**src/rtl/sn_stream_decoder.sv**
```systemverilog
// ---------------------------------------------------------------------------
// sn_stream_decoder
//
// Purpose:
//   Converts a serial stochastic bitstream back to binary. The block counts
//   the ones seen over a window of 2^WIN_LOG2 enabled samples. When a window
//   completes, it publishes three results:
//     - the raw ones count;
//     - a unipolar or bipolar binary value;
//     - an exponential moving average of the unipolar value, scaled to OUT_W
//       bits.
//   A one-cycle valid pulse marks each completed window. The published
//   outputs are registered at the end of that REPORT cycle and then held
//   until the next REPORT.
//
// Parameters:
//   WIN_LOG2   log2 of the window length N (2..8)
//   OUT_W      width of the averaged output (> WIN_LOG2)
//   EMA_SHIFT  smoothing shift, alpha = 2^-EMA_SHIFT (0..OUT_W-1)
//
// Ports:
//   clk         system clock, rising edge
//   rst_n       asynchronous reset, active-low
//   sn_bit      stochastic bitstream input, sampled when en=1 in ACCUM
//   en          sample enable; low freezes all counters
//   start       begins a window from IDLE; ignored elsewhere
//   cont        continuous mode; sampled in REPORT to auto-restart
//   bipolar     result encoding select; sampled in REPORT
//   busy        high in ACCUM and REPORT
//   valid       one-cycle pulse in REPORT
//   count_out   ones count of the last window (0..N)
//   result_out  unipolar: count zero-extended; bipolar: 2*count-N
//   avg_out     moving average of the scaled unipolar value
// ---------------------------------------------------------------------------
module sn_stream_decoder #(
    parameter int WIN_LOG2  = 4,
    parameter int OUT_W     = 8,
    parameter int EMA_SHIFT = 2
) (
    input  logic                  clk,
    input  logic                  rst_n,
    input  logic                  sn_bit,
    input  logic                  en,
    input  logic                  start,
    input  logic                  cont,
    input  logic                  bipolar,
    output logic                  busy,
    output logic                  valid,
    output logic [WIN_LOG2:0]     count_out,
    output logic [WIN_LOG2+1:0]   result_out,
    output logic [OUT_W-1:0]      avg_out
);

    localparam int SCALE_SHIFT = OUT_W - WIN_LOG2;

    // A completely full window (all ones) is the only count with the top bit set.
    localparam logic [WIN_LOG2:0]   FULL_CNT  = {1'b1, {WIN_LOG2{1'b0}}};
    // N expressed in the result width, used as the bipolar offset.
    localparam logic [WIN_LOG2+1:0] N_RESULT  = {2'b01, {WIN_LOG2{1'b0}}};

    typedef enum logic [1:0] {
        IDLE   = 2'd0,
        ACCUM  = 2'd1,
        REPORT = 2'd2
    } state_t;

    state_t                state_q, state_d;
    logic [WIN_LOG2:0]     onesCnt_q, onesCnt_d;
    logic [WIN_LOG2-1:0]   sampCnt_q, sampCnt_d;
    logic [WIN_LOG2:0]     countOut_q, countOut_d;
    logic [WIN_LOG2+1:0]   resultOut_q, resultOut_d;
    logic [OUT_W-1:0]      avgOut_q, avgOut_d;
    logic                  firstFlag_q, firstFlag_d;

    logic [OUT_W-1:0]      scaled;
    logic signed [OUT_W:0] emaDiff;
    logic signed [OUT_W:0] emaStep;
    logic [OUT_W:0]        emaSum;

    // State and counter registers; reset drops any partial window at once.
    always_ff @(posedge clk or negedge rst_n) begin
        if (!rst_n) begin
            state_q   <= IDLE;
            onesCnt_q <= '0;
            sampCnt_q <= '0;
        end else begin
            state_q   <= state_d;
            onesCnt_q <= onesCnt_d;
            sampCnt_q <= sampCnt_d;
        end
    end

    // Next-state and counter logic. The counters are cleared whenever they are
    // not accumulating, so every window starts from zero. This holds both for
    // a start from IDLE and for a continuous-mode restart out of REPORT.
    always_comb begin
        state_d   = state_q;
        onesCnt_d = onesCnt_q;
        sampCnt_d = sampCnt_q;
        unique case (state_q)
            IDLE: begin
                onesCnt_d = '0;
                sampCnt_d = '0;
                if (start) begin
                    state_d = ACCUM;
                end
            end
            ACCUM: begin
                if (en) begin
                    sampCnt_d = sampCnt_q + 1'b1;
                    onesCnt_d = onesCnt_q + {{WIN_LOG2{1'b0}}, sn_bit};
                    // The sample counter is all ones exactly on the N-th sample.
                    if (sampCnt_q == '1) begin
                        state_d = REPORT;
                    end
                end
            end
            REPORT: begin
                onesCnt_d = '0;
                sampCnt_d = '0;
                state_d   = cont ? ACCUM : IDLE;
            end
            default: begin
                state_d   = IDLE;
                onesCnt_d = '0;
                sampCnt_d = '0;
            end
        endcase
    end

    // Scaling and moving-average datapath, all fed from the held window count.
    // A full window would scale to exactly 2^OUT_W. Its low bits come out as
    // zero, so that case is forced to the largest representable value instead.
    // The average step is a signed difference with an arithmetic shift. The
    // step never overshoots the target, so the sum stays in 0..2^OUT_W-1.
    always_comb begin
        scaled  = {onesCnt_q[WIN_LOG2-1:0], {SCALE_SHIFT{1'b0}}};
        if (onesCnt_q == FULL_CNT) begin
            scaled = '1;
        end
        emaDiff = $signed({1'b0, scaled}) - $signed({1'b0, avgOut_q});
        emaStep = emaDiff >>> EMA_SHIFT;
        emaSum  = {1'b0, avgOut_q} + emaStep;
    end

    // Output register next values. They only change while in REPORT, which
    // makes every result hold between windows.
    always_comb begin
        countOut_d  = countOut_q;
        resultOut_d = resultOut_q;
        avgOut_d    = avgOut_q;
        firstFlag_d = firstFlag_q;
        if (state_q == REPORT) begin
            countOut_d  = onesCnt_q;
            resultOut_d = bipolar ? ({onesCnt_q, 1'b0} - N_RESULT)
                                  : {1'b0, onesCnt_q};
            if (firstFlag_q) begin
                avgOut_d = scaled;
            end else begin
                // The MSB of the sum cannot be set. This guard keeps the
                // register provably inside its range.
                avgOut_d = emaSum[OUT_W] ? '1 : emaSum[OUT_W-1:0];
            end
            firstFlag_d = 1'b0;
        end
    end

    // Published result registers. The first window after reset loads the
    // average directly instead of blending it with the reset value.
    always_ff @(posedge clk or negedge rst_n) begin
        if (!rst_n) begin
            countOut_q  <= '0;
            resultOut_q <= '0;
            avgOut_q    <= '0;
            firstFlag_q <= 1'b1;
        end else begin
            countOut_q  <= countOut_d;
            resultOut_q <= resultOut_d;
            avgOut_q    <= avgOut_d;
            firstFlag_q <= firstFlag_d;
        end
    end

    assign busy       = (state_q == ACCUM) || (state_q == REPORT);
    assign valid      = (state_q == REPORT);
    assign count_out  = countOut_q;
    assign result_out = resultOut_q;
    assign avg_out    = avgOut_q;

endmodule

```
**config.mk**
```make
export PLATFORM = sky130hd
export DESIGN_NAME = sn_stream_decoder
export DESIGN_NICKNAME = d
export VERILOG_FILES = /design/src/rtl/sn_stream_decoder.sv
export SDC_FILE = /design/constraint.sdc
export NUM_CORES = 1
export LEC_CHECK = 0
export CORE_MARGIN = 2
export CORE_UTILIZATION = 60
export CTS_CLUSTER_DIAMETER = 200
export DETAILED_ROUTE_END_ITERATION = 10
export PLACE_DENSITY = 0.86
export SYNTH_ARGS = -nofsm -noshare
export SYNTH_HDL_FRONTEND = slang
export SYNTH_SLANG_ARGS = --single-unit
```
**constraint.sdc**
```tcl
create_clock -name clk -period 12.7 [get_ports clk]
set_clock_uncertainty 0.1 [all_clocks]
set_input_delay 1.905 -clock clk [delete_from_list [all_inputs] [get_ports clk]]
set_output_delay 1.905 -clock clk [all_outputs]
set_load 0.05 [all_outputs]
```
==> qor.txt, run 1 <==
DR DRC count: 0
Synthesis Warnings: 0
# rows: 21
Slew @ Worst Pin: 0.556 ns
WP depth: 17
Period utilisation layout: 34.9%
Main flop type after synthesis: dfrtp_1
WHS Path Cells: 1
Min-delay src: count_out[0]
Critical path required time: 12.82 ns
Syn_area_per_cell: 9.33 um2
Starting DRT DRC Count: 88
Post-synth top area share: 34.5%
Worst-case reg-to-reg path depth: 17
Crit-path max cell delay: 0.49 ns
Root Driver: clkbuf_4
WL per Instance: 14.3 um
Grt peak-use layer: met2
Antenna-violating nets left: 0
Post-synthesis register bit count: 31
Post-Place Cells: 300
Setup TNS Final: 0 ns
Die area: 4120 um2
Filler cells: 242
R2r setup slk: 8.27 ns
Max VDD drop: 0.0000930 V
Syn nets: 264
Clock sinks: 31
Die height: 64.2 um
Clk_lat worst skew: 0.34 ns
Clk slew on worst S/H paths: 0.10 ns
Crit path buf inv count: 1
Vias in the first global route: 1710
Total power: 299 uW
Total wire length: 4390 um
Setup bufs post-CTS: 0
Slew Limit Fails: 0
CTS H-tree depth: 2
CTS tree: done
Crit path top cell by count: a21oi_1
RD Place Congestion: 0.878
CP Class: register to register
GRT Util Overall: 24.2%
Status: complete, no violations
Final Setup Violations: 0
CP startpoint: onesCnt_q[1]
Worst min path class: register to register
GRT met3 Usage: 5.81%
M2 GR Usage: 39.5%
CTS hold repair buffers: 0
Critical Path Fanout Max: 9
Bufs on Longest Clock Path: 2
Yosys top cell by area: dfrtp_1
Total number of vias: 1716
Antenna Cells: 0
Leak pwr: 0.00116 uW
Crit start category: register
Worst slew margin: 62.6%
Post-DP HPWL: 3320 um
Layout area overhead: 18.3%
PwrDens: 116 nW/um2
Distinct cells, synth: 41
Met1 GRT Util: 30.6%
First-pass GRT wire length: 7700 um
IO buf count: 27
Die Wd: 64.2 um
Largest net degree at the start of global routing: 34
Initial antenna violation count: 0
Post-synth EDFFs: 0
DR pass1 iterations: 4
Ports: 28
Initial Utilization: 63.6%
Routed vias/inst: 5.57
Final Instance Count excl. Fillers: 308
Crit-path slowest cell: dfrtp_1
Post-CTS resize count: 0
Final Critical Period: 4.43 ns
Cell Area, Synth: 2170 um2
Cts bufs inserted: 5
Final hold vios: 0
RSZ-0062 raised after global routing: false
Post-Syn Instances: 233
Core area: 3420 um2
Delay-heaviest family, CP: compound AO/OA/AOI/OAI gates
Overflow after GRT: 0
Final net count: 292
Upper clock frequency limit: 0.226 GHz
Ranking of synthesized cells by area: dfrtp_1 35%, ha_1 13%, xnor2_1 5.6%, a21oi_1 4.4%, mux2i_1 3.2%
Reg-to-Reg Start: onesCnt_q[1]
Critical Path AT: 4.55 ns
Ys async rst share: 100%
CP Capture Type: register
Max Cap Viol: 0
Register area share after synthesis: 35.8%
Crit path cell chain: nor3_2, nand2_1, inv_1, ha_1, nor2b_1, a311oi_4, o21ai_2, a21o_1, a21oi_1, xnor2_1, ha_1, o211ai_1, a21oi_1, o22ai_1, a2111o_1, a21oi_1, o22ai_1
Share of cells above drive strength 1: 8.40%
## worst register-to-register path, cell delays in order, from the launching register on
cell	delay, ns
dfrtp_1	0.49
nor3_2	0.32
nand2_1	0.20
inv_1	0.18
ha_1	0.30
nor2b_1	0.18
a311oi_4	0.35
o21ai_2	0.15
a21o_1	0.19
a21oi_1	0.16
xnor2_1	0.09
ha_1	0.37
o211ai_1	0.11
a21oi_1	0.18
o22ai_1	0.16
a2111o_1	0.47
a21oi_1	0.19
o22ai_1	0.11
## cell type report
class / count / area [um2] / area share [%]
Clock buffer: 6 / 51.3 / 2.00
Clock inverter: 2 / 35.0 / 1.36
Inverter: 18 / 67.6 / 2.63
Multi-Input combinational cell: 176 / 1300 / 50.5
Sequential cell: 31 / 777 / 30.2
Tap cell: 46 / 57.6 / 2.24
Timing Repair Buffer: 29 / 285 / 11.1
## cell usage after synthesis (all sizes together) (5+ instances only)
| cell | instances |
|---|---|
| nand2 | 15 |
| nor2 | 17 |
| xnor2 | 14 |
| nor2b | 7 |
| dfrtp | 30 |
| mux2 | 5 |
| inv | 18 |
| o21ai | 12 |
| xor2 | 5 |
| o22ai | 5 |
| mux2i | 7 |
| ha | 23 |
| and2 | 6 |
| clkbuf | 7 |
| a21oi | 20 |
| nand2b | 5 |
## registers in the layout (all words and copies together) (netlist names)
name         count
state_q          2
onesCnt_q        5
result_out       6
firstFlag_q      1
count_out        5
sampCnt_q        4
avg_out          8
## per-stage QoR
| stage | area [um2] | hold WS [ns] | setup WS, ns | utilization, % |
|---|---|---|---|---|
| 2_1_floorplan | 2170 | 0.383 | 8.70 | - |
| 3_3_place_gp | 2480 | 0.396 | 8.44 | 72.7 |
| 3_5_place_dp | 2480 | 0.399 | 8.33 | 72.7 |
| 4_1_cts | 2570 | 0.421 | 8.29 | 75.3 |
| 5_1_grt | 2570 | 0.442 | 7.89 | 75.3 |
| 6_report | 2570 | 0.417 | 8.27 | 75.3 |
## metal layers
layer | vias to the layer above | wire length [um]
met5 | - | 0
met4 | 0 | 76
met3 | 7 | 208
met2 | 45 | 2070
met1 | 798 | 2040
li1 | 866 | -
## kinds of logic (layout without fill, tap and decap cells)
group / Yosys count / after routing / share of synthesized area (%)
multiplexers: 12 / 12 / 5.81
XOR/XNOR: 19 / 19 / 7.66
buffers and inverters: 26 / 55 / 4.55
adder cells (fa/ha/maj): 24 / 24 / 14.2
flip-flops: 31 / 31 / 35.8
AO/OA/AOI/OAI: 56 / 56 / 17.1
AND/OR/NAND/NOR: 65 / 65 / 15.0
## cell usage in the layout, fill, tap and decap left out, types with 2 or more instances in the layout
cell type,Yosys,final
nor3_1,3,3
nand2_1,15,15
a21o_1,3,3
xor2_1,5,5
inv_1,18,18
ha_1,23,23
nor2b_1,6,6
nor2_1,17,17
xnor2_1,14,14
mux2_2,5,5
buf_4,0,2
a21oi_1,19,19
dfrtp_1,30,30
nand4_1,4,4
o22ai_1,5,5
clkbuf_4,0,5
a31oi_1,4,4
and2_1,6,6
nand3_1,4,4
o21ai_0,11,11
mux2i_1,7,7
clkdlybuf4s50_1,0,27
a21boi_0,2,2
nand2b_1,5,5
o211ai_1,2,2
## power by group
part | total (uW) | internal [uW] | switching [uW]
logic | 105 | 45.7 | 58.9
registers | 112 | 104 | 7.24
clock network | 82.6 | 46.5 | 36.1
total | 299 | 197 | 102
## worst paths after layout
path / endpoint
setup / recovery: avg_out[7]
hold / removal: count_out[0]
setup reg to reg: avg_out[7]
hold reg to reg: count_out[0]
max in group asynchronous: firstFlag_q
min in group asynchronous: sampCnt_q[2]
(Power assumes the default switching activity.)
==> run 2, diff against run 1 <==
--- a/config.mk
+++ b/config.mk
@@ -6,10 +6,10 @@
 export NUM_CORES = 1
 export LEC_CHECK = 0
 export CORE_MARGIN = 2
-export CORE_UTILIZATION = 60
+export CORE_UTILIZATION = 50
 export CTS_CLUSTER_DIAMETER = 200
 export DETAILED_ROUTE_END_ITERATION = 10
-export PLACE_DENSITY = 0.86
+export PLACE_DENSITY = 0.76
 export SYNTH_ARGS = -nofsm -noshare
 export SYNTH_HDL_FRONTEND = slang
 export SYNTH_SLANG_ARGS = --single-unit
==> constraint.sdc (replaced) <==
create_clock -name clk -period 3.8 [get_ports clk]
set_clock_uncertainty 0.1 [all_clocks]
set_input_delay 0.57 -clock clk [delete_from_list [all_inputs] [get_ports clk]]
set_output_delay 0.57 -clock clk [all_outputs]
set_load 0.05 [all_outputs]
==> qor.txt, run 2 (synthesis gave the netlist of run 1 again) <==
Filler cells: 317 (was 242)
Crit-path max cell delay: 0.50 ns (was 0.49 ns)
Antenna Cells: 0 (unchanged)
Post-DP HPWL: 3450 um (was 3320 um)
Status: finished with violations (was complete, no violations)
Initial antenna violation count: 0 (unchanged)
DP Area: 2590 um2 (was 2480 um2)
Critical Path AT: 3.88 ns (was 4.55 ns)
Most frequent cells in the layout: 30 x dfrtp_1, 27 x clkdlybuf4s50_1, 20 x ha_1, 18 x buf_4 (was 30 x dfrtp_1, 27 x clkdlybuf4s50_1, 23 x ha_1, 19 x a21oi_1, 18 x inv_1)
Die height: 69.9 um (was 64.2 um)
Total number of vias: 1821 (was 1716)
Post-Place Cells: 315 (was 300)
Bufs on Longest Clock Path: 2 (unchanged)
Die Wd: 69.9 um (was 64.2 um)
IO buf count: 27 (unchanged)
GRT Util Overall: 20.8% (was 24.2%)
Critical path required time: 3.87 ns (was 12.82 ns)
Multi-input logic area: 1420 um2 (was 1300 um2)
Ports: 28 (unchanged)
Crit path buf inv count: 2 (was 1)
Overflow after GRT: 0 (unchanged)
Final Instance Count excl. Fillers: 328 (was 308)
RD Place Congestion: 0.931 (was 0.878)
# rows: 23 (was 21)
Worst slew margin: 60.8% (was 62.6%)
Sw Ratio: 35.6% (was 34.2%)
Clk slew on worst S/H paths: 0.07 ns (was 0.10 ns)
Layout area overhead: 29.8% (was 18.3%)
Final Core Density: 69.0% (was 75.3%)
DR pass1 iterations: 4 (unchanged)
Period utilisation layout: 100% (was 34.9%)
Clk pwr share: 23.9% (was 27.6%)
Internal: 687 uW (was 197 uW)
DR DRC count: 0 (unchanged)
Antenna-violating nets left: 0 (unchanged)
Most common cell after layout, fill and taps aside: dfrtp_1 (unchanged)
Combinational power share: 41.6% (was 35.0%)
Final net count: 308 (was 292)
Final hold vios: 0 (unchanged)
CP Class: register to register (unchanged)
Die area: 4890 um2 (was 4120 um2)
Share of cells above drive strength 1: 20.5% (was 8.40%)
Routed vias/inst: 5.55 (was 5.57)
Clock sinks: 31 (unchanged)
Clk_lat worst skew: 0.29 ns (was 0.34 ns)
Worst min path class: register to register (unchanged)
Max VDD drop: 0.000279 V (was 0.0000930 V)
Vias in the first global route: 1825 (was 1710)
Setup ws final: -0.0134 ns (was 8.27 ns)
Starting DRT DRC Count: 52 (was 88)
CTS H-tree depth: 2 (unchanged)
Number of flip-flops in the largest register: 8 (unchanged)
CP Capture Type: register (unchanged)
WL per Instance: 14.8 um (was 14.3 um)
Total power: 1070 uW (was 299 uW)
Upper clock frequency limit: 0.262 GHz (was 0.226 GHz)
Post-route cell area: 2820 um2 (was 2570 um2)
Slew Limit Fails: 0 (unchanged)
Failing checks: setup timing
Leak pwr: 0.00129 uW (was 0.00116 uW)
First-pass GRT wire length: 8120 um (was 7700 um)
Seq pwr share: 34.6% (was 37.4%)
Crit start category: register (unchanged)
RSZ-0062 raised after global routing: true (was false)
Root Driver: clkbuf_8 (was clkbuf_4)
Delay-heaviest family, CP: compound AO/OA/AOI/OAI gates (unchanged)
Total wire length: 4870 um (was 4390 um)
Sw Pwr: 380 uW (was 102 uW)
Cts bufs inserted: 5 (unchanged)
Crit path cell chain: nor3_4, nand2_2, buf_4, nand2b_4, ha_4, and3_1, a211o_1, a21oi_2, xnor2_2, ha_1, buf_4, o211ai_1, a21oi_4, o22ai_2, a2111o_1, a21oi_2, o22ai_2 (was nor3_2, nand2_1, inv_1, ha_1, nor2b_1, a311oi_4, o21ai_2, a21o_1, a21oi_1, xnor2_1, ha_1, o211ai_1, a21oi_1, o22ai_1, a2111o_1, a21oi_1, o22ai_1)
Core area: 4090 um2 (was 3420 um2)
Initial Utilization: 53.2% (was 63.6%)
Critical Path Fanout Max: 4 (was 9)
Max Cap Viol: 0 (unchanged)
Slew @ Worst Pin: 0.583 ns (was 0.556 ns)
Largest net degree at the start of global routing: 34 (unchanged)
Final Setup Violations: 1 (was 0)
Final Critical Period: 3.81 ns (was 4.43 ns)
Crit-path slowest cell: a2111o_1 (was dfrtp_1)
Register area: 777 um2 (unchanged)
PwrDens: 378 nW/um2 (was 116 nW/um2)
CTS tree: done (unchanged)
-- run 2: cell count changes in the layout (fill, tap and decap cells not counted), sizes merged --
cell	change
buf	+16
bufinv	-1
clkinvlp	+1
-- run 2: per-layer routing --
layer,global-route usage (%),wire (um),vias up
met2,34.3,2420,43
li1,-,-,895
met4,8.55,67,0
met1,26.7,2150,872
met5,0,0,-
met3,4.18,229,11
-- run 2: final cells by class --
type                    count  share of cell area (%)
multi-input cells         176                    50.4
clock inverters             2                   0.444
clock buffers               6                    2.57
repair buffers             45                    14.4
flip-flops and latches     31                    27.6
inverters                  18                    2.48
well taps                  50                    2.22
-- run 2: path summary, 6_finish.rpt --
kind	from	endpoint	slack [ns]	cells after the start
setup / recovery	onesCnt_q[0]	avg_out[5]	-0.01	17
hold / removal	count_out[1]	count_out[1]	0.41	1
setup reg to reg	onesCnt_q[0]	avg_out[5]	-0.01	17
hold reg to reg	count_out[1]	count_out[1]	0.41	1
max in group asynchronous	rst_n	firstFlag_q	2.71	2
min in group asynchronous	rst_n	avg_out[5]	0.57	2
-- run 2: worst register-to-register path: cells and delay by family, from the launching register on --
family	cells	cell delay [ns]
AOI/OAI and AO/OA	8	1.73
xor gates and xnor gates	1	0.09
adders and majority gates	2	0.49
buffers and inverters	2	0.30
DFF	1	0.41
and+or+nand+nor	4	0.59
-- run 2: timing repair --
action                     in CTS  in global routing
pin swaps                       0                 19
setup buffers                   0                  5
gates resized for setup         2                 19
hold buffers                    0                  0
setup endpoints to repair       8                  8
-- run 2: through the flow --
stage,hold WS (ns),TNS (ns),setup slack [ns]
final,0.412,-0.0134,-0.0134
after global routing,0.428,-0.693,-0.188
after CTS,0.419,0,0.000401
after detailed placement,0.399,-0.0766,-0.0302
after global placement,0.396,0,0.111
after floorplan,0.174,0,0.0253
-- run 2: power groups by stage --
stage,Combinational [uW],Clock (uW),Sequential (uW)
6_report,444,255,369
4_1_cts,390,261,370
3_5_place_dp,387,0,376
5_1_grt,488,274,372
2_1_floorplan,277,0,375
3_3_place_gp,381,0,374
==> run 3, diff against run 2 <==
--- a/config.mk
+++ b/config.mk
@@ -7,9 +7,10 @@
 export LEC_CHECK = 0
 export CORE_MARGIN = 2
 export CORE_UTILIZATION = 50
-export CTS_CLUSTER_DIAMETER = 200
+export CTS_CLUSTER_DIAMETER = 120
 export DETAILED_ROUTE_END_ITERATION = 10
 export PLACE_DENSITY = 0.76
+export SLEW_MARGIN = 20
 export SYNTH_ARGS = -nofsm -noshare
 export SYNTH_HDL_FRONTEND = slang
 export SYNTH_SLANG_ARGS = --single-unit
==> results of run 3 <==
Final layout, timing and power as in run 2 (identical DEF).
